## src/rtl/vga_timing_gen.sv

```systemverilog
// VGA raster timing generator.
// Divides the system clock by two to form the pixel clock and scans
// DrawX/DrawY across the frame. It also decodes sync and blank from the
// counter position and can delay those decodes by a few pixel ticks so
// they line up with a pipelined RGB path downstream.
module vga_timing_gen #(
    parameter int H_ACTIVE        = 640,
    parameter int H_FP            = 16,
    parameter int H_SYNC          = 96,
    parameter int H_BP            = 48,
    parameter int V_ACTIVE        = 480,
    parameter int V_FP            = 10,
    parameter int V_SYNC          = 2,
    parameter int V_BP            = 33,
    parameter int SYNC_ACTIVE_LOW = 1,
    parameter int PIPE_DELAY      = 0
) (
    input  logic       Clk,
    input  logic       Reset_n,
    output logic       VGA_CLK,
    output logic       pix_en,
    output logic [9:0] DrawX,
    output logic [9:0] DrawY,
    output logic       VGA_HS,
    output logic       VGA_VS,
    output logic       VGA_BLANK_N,
    output logic       VGA_SYNC_N,
    output logic       frame_start,
    output logic       line_start
);

    localparam int H_TOTAL = H_ACTIVE + H_FP + H_SYNC + H_BP;
    localparam int V_TOTAL = V_ACTIVE + V_FP + V_SYNC + V_BP;

    localparam logic [9:0] H_MAX    = 10'(H_TOTAL - 1);
    localparam logic [9:0] V_MAX    = 10'(V_TOTAL - 1);
    localparam logic [9:0] H_VIS    = 10'(H_ACTIVE);
    localparam logic [9:0] V_VIS    = 10'(V_ACTIVE);
    localparam logic [9:0] HS_FIRST = 10'(H_ACTIVE + H_FP);
    localparam logic [9:0] HS_LAST  = 10'(H_ACTIVE + H_FP + H_SYNC - 1);
    localparam logic [9:0] VS_FIRST = 10'(V_ACTIVE + V_FP);
    localparam logic [9:0] VS_LAST  = 10'(V_ACTIVE + V_FP + V_SYNC - 1);

    localparam logic SYNC_INV = (SYNC_ACTIVE_LOW != 0);

    // A zero-length delay still gets one stage so the pipe array always
    // has a legal shape; the stage is bypassed by the output select.
    localparam int PD_W = (PIPE_DELAY > 0) ? PIPE_DELAY : 1;

    logic       toggle_q, toggle_d;
    logic [9:0] drawx_q, drawx_d;
    logic [9:0] drawy_q, drawy_d;
    logic       hs_act_q, hs_act_d;
    logic       vs_act_q, vs_act_d;
    logic       blank_n_q, blank_n_d;
    logic       line_start_q, line_start_d;
    logic       frame_start_q, frame_start_d;

    // Each pipe stage holds {hs_active, vs_active, blank_n}.
    logic [PD_W-1:0][2:0] pipe_q, pipe_d;
    logic [2:0]           sync_sel;

    logic x_wrap;
    logic y_wrap;

    assign x_wrap = (drawx_q == H_MAX);
    assign y_wrap = (drawy_q == V_MAX);

    // The pixel tick falls on every second system clock, while the divider is high.
    assign pix_en = toggle_q;

    // Divider toggle: flips every system clock.
    always_comb begin
        toggle_d = ~toggle_q;
    end

    // Scan counters: X always advances on a pixel tick, Y only on the X wrap.
    always_comb begin
        drawx_d = drawx_q;
        drawy_d = drawy_q;
        if (pix_en) begin
            drawx_d = x_wrap ? 10'd0 : drawx_q + 10'd1;
            if (x_wrap) begin
                drawy_d = y_wrap ? 10'd0 : drawy_q + 10'd1;
            end
        end
    end

    // Sync and blank are decoded from the next position so that they share a clock edge with the counters.
    always_comb begin
        hs_act_d  = hs_act_q;
        vs_act_d  = vs_act_q;
        blank_n_d = blank_n_q;
        if (pix_en) begin
            hs_act_d  = (drawx_d >= HS_FIRST) && (drawx_d <= HS_LAST);
            vs_act_d  = (drawy_d >= VS_FIRST) && (drawy_d <= VS_LAST);
            blank_n_d = (drawx_d < H_VIS) && (drawy_d < V_VIS);
        end
    end

    // Start pulses: high for the single clock that follows the wrap tick.
    always_comb begin
        line_start_d  = pix_en && x_wrap;
        frame_start_d = pix_en && x_wrap && y_wrap;
    end

    // Delay pipe: a shift register that moves only on pixel ticks.
    always_comb begin
        pipe_d = pipe_q;
        if (pix_en) begin
            pipe_d[0] = {hs_act_q, vs_act_q, blank_n_q};
            for (int i = 1; i < PD_W; i++) begin
                pipe_d[i] = pipe_q[i-1];
            end
        end
    end

    // State registers. Reset clears every stage to inactive sync and blanked video.
    always_ff @(posedge Clk or negedge Reset_n) begin
        if (!Reset_n) begin
            toggle_q      <= 1'b0;
            drawx_q       <= 10'd0;
            drawy_q       <= 10'd0;
            hs_act_q      <= 1'b0;
            vs_act_q      <= 1'b0;
            blank_n_q     <= 1'b0;
            line_start_q  <= 1'b0;
            frame_start_q <= 1'b0;
            pipe_q        <= '0;
        end else begin
            toggle_q      <= toggle_d;
            drawx_q       <= drawx_d;
            drawy_q       <= drawy_d;
            hs_act_q      <= hs_act_d;
            vs_act_q      <= vs_act_d;
            blank_n_q     <= blank_n_d;
            line_start_q  <= line_start_d;
            frame_start_q <= frame_start_d;
            pipe_q        <= pipe_d;
        end
    end

    assign sync_sel = (PIPE_DELAY == 0) ? {hs_act_q, vs_act_q, blank_n_q}
                                        : pipe_q[PD_W-1];

    assign VGA_CLK     = toggle_q;
    assign DrawX       = drawx_q;
    assign DrawY       = drawy_q;
    assign VGA_HS      = sync_sel[2] ^ SYNC_INV;
    assign VGA_VS      = sync_sel[1] ^ SYNC_INV;
    assign VGA_BLANK_N = sync_sel[0];
    assign VGA_SYNC_N  = 1'b0;
    assign line_start  = line_start_q;
    assign frame_start = frame_start_q;

endmodule

```

## config.mk

```make
export PLATFORM = sky130hd
export DESIGN_NAME = vga_timing_gen
export DESIGN_NICKNAME = d
export VERILOG_FILES = /design/src/rtl/vga_timing_gen.sv
export SDC_FILE = /design/constraint.sdc
export NUM_CORES = 1
export LEC_CHECK = 0
export CORE_MARGIN = 1.5
export CORE_UTILIZATION = 50
export DETAILED_ROUTE_END_ITERATION = 16
export GPL_ROUTABILITY_DRIVEN = 0
export PLACE_DENSITY_LB_ADDON = 0.2
export RECOVER_POWER = 50
export SLEW_MARGIN = 20
export SYNTH_ARGS = -nofsm -noshare
export SYNTH_HDL_FRONTEND = slang
export SYNTH_SLANG_ARGS = --single-unit
```

## constraint.sdc

```tcl
create_clock -name Clk -period 2.4 [get_ports Clk]
set_input_delay 0.6 -clock Clk [delete_from_list [all_inputs] [get_ports Clk]]
set_output_delay 0.6 -clock Clk [all_outputs]
set_load 0.02 [all_outputs]
```

==> summary.md, run 1 <==
| Metric | Value |
|---|---|
| Final period utilization | 94.9% |
| DRC violations left | 0 |
| Reg area | 652 µm² |
| Power per Cell Area | 408 mW/mm² |
| Multi-input logic area | 786 µm² |
| Initial antenna violation count | 0 |
| Global-route met1 utilization | 31.3% |
| GRT busiest layer | met2 |
| Share of layout cells above drive strength 1 | 8.99% |
| Slew @ Worst Pin | 1.40 ns |
| Synth area leader | dfrtp_1 |
| Synth warn | 0 |
| Number of synthesized flops with an enable pin | 0 |
| Pin count of the biggest net entering global routing | 27 |
| CP Max Fanout | 6 |
| WP data required | 2.65 ns |
| Nets | 195 |
| Async set-or-reset flop fraction in the synthesized netlist | 100% |
| Cell area after synthesis | 0.00154 mm² |
| FF+latch count, synth | 26 |
| Drt pass-1 iters | 4 |
| ANT nets after route | 0 |
| Total Power | 760 µW |
| Clock Root Buffer | clkbuf_4 |
| Hold Path Sink | vs_act_q |
| Vias in the first global route | 1,170 |
| Total gr overflow | 0 |
| Final Hold Viols | 0 |
| Clk Latency, worst-skew pair | 0.33 ns |
| Tmin final | 2.28 ns |
| CTS sink count | 26 |
| Max-cap violations | 0 |
| Most common cell in the netlist | dfrtp_1 |
| Reg2reg end | vs_act_q |
| Critical Setup Path Class | flip-flop to flip-flop |
| Rel. slew slack | 6.84% |
| Hold Buf Count CTS | 0 |
| F_max | 439 MHz |
| Synth top cells by count | 26 x dfrtp_1, 24 x nand2_1, 13 x nor2_1, 9 x and3_1, 9 x o21ai_0 |
| Post-synth top area share | 42.3% |
| VDD IR max | 0.268 mV |
| Total global-route track usage | 21.3% |
| Maximum buffer depth of the clock tree | 2 |
| I/O Buffers | 28 |
| Die area | 0.00342 mm² |
| Filler instances | 231 |
| Initial Utilization | 54.4% |
| Clock slew at reported path FFs | 0.16 ns |
| Post-DP HPWL | 2280 µm |
| Grt met3 use | 2.42% |
| Top FF cell, synth | dfrtp_1 |
| 1st-iter DRT viols | 42 |
| Startpoint Class | flip-flop |
| Setup bufs post-CTS | 0 |
| Boundary pin count | 30 |
| Beginning of the worst hold path | vs_act_q |
| CP peak stage delay | 0.52 ns |
| Status | completed |
| Syn_area_per_cell | 9.32 µm² |
| Htree depth | 1 |
| Drt via density | 5.86 |
| Library cells used by synthesis | 45 |
| Pre-CTS setup slack | 0.216 ns |
| Met2 Use GR | 32.3% |
| Lkg Pwr | 0.833 nW |
| Number of vias after detailed routing | 1,290 |
| WL/cell | 15.0 µm |
| Worst setup margin | 0.122 ns |
| Sequential fraction of the synthesis area | 42.3% |
| Core Rows | 19 |
| Total wire length | 3290 µm |
| Ant. Diodes | 0 |
| CP Cell Sequence | nor4b_1, nand4_1, a21o_1, a22o_1, o41ai_2 |
| CTS tree | done |
| Area delta synth->final | 21.2% |
| Crit end category | flip-flop |
| Worst Skew | 0.00859 ns |
| Core Box Area | 0.00283 mm² |
| Net Count, Synth | 170 |
| First-pass GRT wire length | 5560 µm |
| Worst min-delay path class | flip-flop to flip-flop |
| Die width | 58.5 µm |
| Die height | 58.5 µm |
| Layout Utilization | 65.9% |
| CP top delay family | simple AND/OR/NAND/NOR gates |
| Hold path depth | 2 |
| Crit path DAT | 2.53 ns |
| Worst R2R Start | DrawY[7] |
| Area contributors post-synth | dfrtp_1 42%, nand2_1 5.9%, xnor2_1 4.0%, and3_1 3.7%, nor2_1 3.2% |
| Worst Reg-to-Reg Cells | 5 |
| Slew Limit Fails | 0 |
| CP max stage cell | nor4b_1 |
| Num CTS Buffers | 3 |
| WP buf/inv | 0 |
| Setup violators final | 0 |
| Reg2reg setup slack | 0.12 ns |
| Mapped Cells | 165 |
==> cell type report <==
cell class                 instances  share of cell area [%]
clock inverter                     1                    1.61
multi-input combinational        121                    42.2
timing repair buffer              32                    16.5
clock buffer                       3                    1.21
tap                               31                    2.08
sequential                        26                    35.0
inverter                           6                    1.48
==> layer usage <==
metal  wire (µm)  vias up  part of all wire (%)
li1            -      626                     -
met1        1640      619                    50
met2        1450       39                    44
met3         161        6                   4.9
met4          36        0                   1.1
met5           0        -                     0
==> worst max path at each step <==
stage              from       end  slack [ns]  cells after the start
5_1_grt        DrawY[0]  vs_act_q       -0.06                      7
3_5_place_dp   DrawX[6]  vs_act_q        0.22                      7
3_3_place_gp   DrawX[6]  vs_act_q        0.24                      7
2_1_floorplan  DrawX[5]  vs_act_q        0.39                      8
4_1_cts        DrawX[6]  DrawX[6]        0.16                      1
6_report       DrawY[7]  vs_act_q        0.12                      5
==> tightest hold or removal path, cell delays in order, from the launching register on <==
cell and delay [ns]:
dfrtp_1 0.39, nand2_1 0.08, o41ai_2 0.05
==> logic make-up (layout without fill, tap and decap cells) <==
kind of cell | count (synthesis) | in the layout | share of synthesized area [%]
AOI/OAI and AO/OA | 28 | 28 | 12.7
xor gates and xnor gates | 11 | 11 | 6.75
adders and majority gates | 3 | 3 | 2.44
buffers and inverters | 18 | 42 | 6.83
DFF | 26 | 26 | 42.3
muxes | 2 | 2 | 1.46
other | 1 | 1 | 0.244
and+or+nand+nor | 76 | 76 | 27.3
==> per-stage QoR <==
stage               TNS (ns)  cell area (µm²)  hold WS, ns  std cells
finish                     0             1860        0.535        220
floorplan                  0             1540        0.304        165
detailed placement         0             1810        0.491        216
CTS                        0             1860        0.534        220
global placement           0             1810        0.482        216
global route         -0.0983             1860        0.558        220
==> registers in the layout (all words and copies together) (netlist names) <==
name,cells
hs_act_q,1
VGA_BLANK_N,1
DrawX,10
DrawY,10
vs_act_q,1
frame_start,1
VGA_CLK,1
line_start,1
==> what timing repair did <==
action / in CTS / in global routing
endpoints found under the hold margin: 0 / 0
setup endpoints to repair: 0 / 1
gates resized for setup: 0 / 2
==> layout by cell type, fill, tap and decap left out, types with 5 or more instances in the layout <==
cell type	n
inv_1	5
nand3_1	7
xnor2_1	7
o21ai_0	9
nor2_1	13
clkdlybuf4s50_1	27
and3_1	9
nand2_1	24
dfrtp_1	25
nand4_1	5
==> report_power, final <==
part           switching (mW)  internal (mW)  leakage (nW)
Combinational         0.00976        0.00139         0.463
Sequential                  0          0.438         0.342
Clock                   0.142          0.169        0.0279
(Power assumes the default switching activity.)
==> run 2: changes to the inputs <==
--- a/config.mk
+++ b/config.mk
@@ -5,8 +5,10 @@
 export SDC_FILE = /design/constraint.sdc
 export NUM_CORES = 1
 export LEC_CHECK = 0
+export CELL_PAD_IN_SITES_DETAIL_PLACEMENT = 0
+export CELL_PAD_IN_SITES_GLOBAL_PLACEMENT = 1
 export CORE_MARGIN = 1.5
-export CORE_UTILIZATION = 50
+export CORE_UTILIZATION = 39
 export DETAILED_ROUTE_END_ITERATION = 16
 export GPL_ROUTABILITY_DRIVEN = 0
 export PLACE_DENSITY_LB_ADDON = 0.2
==> run 2 against run 1 <==
- first-iteration DRC count is 17% higher
- global-route usage is 2.7 points lower
- non-clock buffer count rose by 3
- sequential share of layout area decreased by 0.87 points
- via count grew 2.3%
- largest cell class unchanged
- largest power group unchanged
==> summary.md, run 2 (synthesis results as in run 1) <==
| Metric | Value |
|---|---|
| Num CTS Buffers | 3 (unchanged) |
| Area delta synth->final | 24.0% (was 21.2%) |
| Vias in the first global route | 1,234 (was 1,170) |
| Share of layout cells above drive strength 1 | 9.90% (was 8.99%) |
| Post-DP HPWL | 2470 µm (was 2280 µm) |
| Htree depth | 1 (unchanged) |
| Setup bufs post-CTS | 0 (unchanged) |
| Total global-route track usage | 18.6% (was 21.3%) |
| Pre-CTS setup slack | 0.151 ns (was 0.216 ns) |
| Most common cell after layout, fill and taps aside | clkdlybuf4s50_1 (unchanged) |
| Initial Utilization | 41.4% (was 54.4%) |
| Rel. slew slack | 3.65% (was 6.84%) |
| Tmin final | 2.23 ns (was 2.28 ns) |
| F_max | 449 MHz (was 439 MHz) |
| 1st-iter DRT viols | 49 (was 42) |
| Pin count of the biggest net entering global routing | 27 (unchanged) |
| I/O Buffers | 28 (unchanged) |
| Design Area, Final | 0.00191 mm² (was 0.00186 mm²) |
| Clk Latency, worst-skew pair | 0.27 ns (was 0.33 ns) |
| Startpoint Class | flip-flop (unchanged) |
| Max-cap violations | 0 (unchanged) |
| Most frequent cells in the layout | 28 x clkdlybuf4s50_1, 26 x dfrtp_1, 24 x nand2_1 (was 27 x clkdlybuf4s50_1, 25 x dfrtp_1, 24 x nand2_1) |
| Lkg Pwr | 0.848 nW (was 0.833 nW) |
| Drt pass-1 iters | 4 (unchanged) |
| CP top delay family | simple AND/OR/NAND/NOR gates (unchanged) |
| Power per Cell Area | 388 mW/mm² (was 408 mW/mm²) |
| RSZ-0062 raised after global routing | false |
| DRC violations left | 0 (unchanged) |
| Maximum buffer depth of the clock tree | 2 (unchanged) |
| Reg2reg setup slack | 0.17 ns (was 0.12 ns) |
| Initial antenna violation count | 0 (unchanged) |
| Worst setup margin | 0.173 ns (was 0.122 ns) |
| WP buf/inv | 1 (was 0) |
| Nets | 198 (was 195) |
| CTS sink count | 26 (unchanged) |
| CP Cell Sequence | ha_2, and3_1, nand3_4, clkinv_4, and3_4, xor2_2, nand4_1, o41ai_2 (was nor4b_1, nand4_1, a21o_1, a22o_1, o41ai_2) |
| Number of vias after detailed routing | 1,320 (was 1,290) |
| Worst Skew | 0.00196 ns (was 0.00859 ns) |
| CP Max Fanout | 15 (was 6) |
| Final Hold Viols | 0 (unchanged) |
| Critical Setup Path Class | flip-flop to flip-flop (unchanged) |
| Met2 routed wirelength | 1480 µm (was 1450 µm) |
| WL/cell | 14.7 µm (was 15.0 µm) |
| Slew @ Worst Pin | 1.45 ns (was 1.40 ns) |
| Clock slew at reported path FFs | 0.09 ns (was 0.16 ns) |
| Crit path DAT | 2.41 ns (was 2.53 ns) |
| Die height | 65.8 µm (was 58.5 µm) |
| Boundary pin count | 30 (unchanged) |
| WP data required | 2.58 ns (was 2.65 ns) |
| VDD IR max | 0.213 mV (was 0.268 mV) |
| Core Rows | 22 (was 19) |
| DP Area | 0.00185 mm² (was 0.00181 mm²) |
| ANT nets after route | 0 (unchanged) |
| Worst min-delay path class | flip-flop to flip-flop (unchanged) |
| Final period utilization | 92.8% (was 94.9%) |
| Total wire length | 3520 µm (was 3290 µm) |
| Status | completed (unchanged) |
| CP max stage cell | dfrtp_1 (was nor4b_1) |
| Finished Layout Cells | 240 (was 220) |
| Core Box Area | 0.00372 mm² (was 0.00283 mm²) |
| CP peak stage delay | 0.44 ns (was 0.52 ns) |
| First-pass GRT wire length | 6120 µm (was 5560 µm) |
| Setup violators final | 0 (unchanged) |
| Hold Buf Count CTS | 0 (unchanged) |
| Setup_tns | 0 ns (unchanged) |
| Top sig layer | met4 (unchanged) |
| Met3 wire length | 183 µm (was 161 µm) |
| Clock Root Buffer | clkbuf_8 (was clkbuf_4) |
| Slew Limit Fails | 0 (unchanged) |
| M1 WL | 1800 µm (was 1640 µm) |
| Die width | 65.8 µm (was 58.5 µm) |
| Total gr overflow | 0 (unchanged) |
| Cell count after placement | 236 (was 216) |
| Die area | 0.00433 mm² (was 0.00342 mm²) |
| Ant. Diodes | 0 (unchanged) |
| Crit end category | flip-flop (unchanged) |
| CTS tree | done (unchanged) |
| Drt via density | 5.50 (was 5.86) |
## run 2: changes by cell type in the layout (fill, tap and decap cells not counted), sizes merged
cell	before	now
buf	3	6
bufinv	1	0
clkbuf	4	5
clkdlybuf4s50	27	28
dlygate4sd3	1	0
## run 2: power by group
part           internal [mW]  leakage, nW  switching (mW)  total (mW)
Clock                  0.147       0.0288           0.143       0.290
Combinational        0.00171        0.476          0.0100      0.0117
Sequential             0.438        0.344               0       0.438
Total                  0.586        0.848           0.153       0.739
## run 2: path summary, 6_finish.rpt
| kind | from | end | cells after the start |
|---|---|---|---|
| max | DrawX[0] | vs_act_q | 8 |
| min | vs_act_q | vs_act_q | 2 |
| max reg2reg | DrawX[0] | vs_act_q | 8 |
| min reg2reg | vs_act_q | vs_act_q | 2 |
| max in group asynchronous | Reset_n | DrawX[1] | 2 |
| min in group asynchronous | Reset_n | hs_act_q | 2 |
## run 2: metrics by stage
step | utilization [%] | power [mW] | hold slack, ns
floorplan | - | 0.449 | 0.304
global placement | 49.9 | 0.460 | 0.502
detailed placement | 49.9 | 0.460 | 0.481
CTS | 51.3 | 0.758 | 0.509
global route | 51.3 | 0.772 | 0.545
finish | 51.3 | 0.739 | 0.505
## run 2: repair_timing
item | in CTS | in global routing
resized for setup | 0 | 1
hold endpoints to repair | 0 | 0
endpoints found under the setup margin | 0 | 1
## run 2: per-layer routing
metal / vias up / GRT usage (%)
met5: - / 0
met4: 0 / 7.29
met3: 5 / 3.24
met2: 43 / 26.1
met1: 637 / 28.0
li1: 635 / -
## run 2: layout make-up
cell class	count	area, µm²
clock buffers	4	55.1
fillers	358	1810
multi-input cells	121	785
well taps	48	60.1
inverters	6	27.5
repair buffers	35	329
flip-flops and latches	26	651
## run 2: tightest hold or removal path, cell delays in order, from the launching register on
cell,delay (ns)
dfrtp_1,0.36
nand2_1,0.07
o41ai_2,0.05
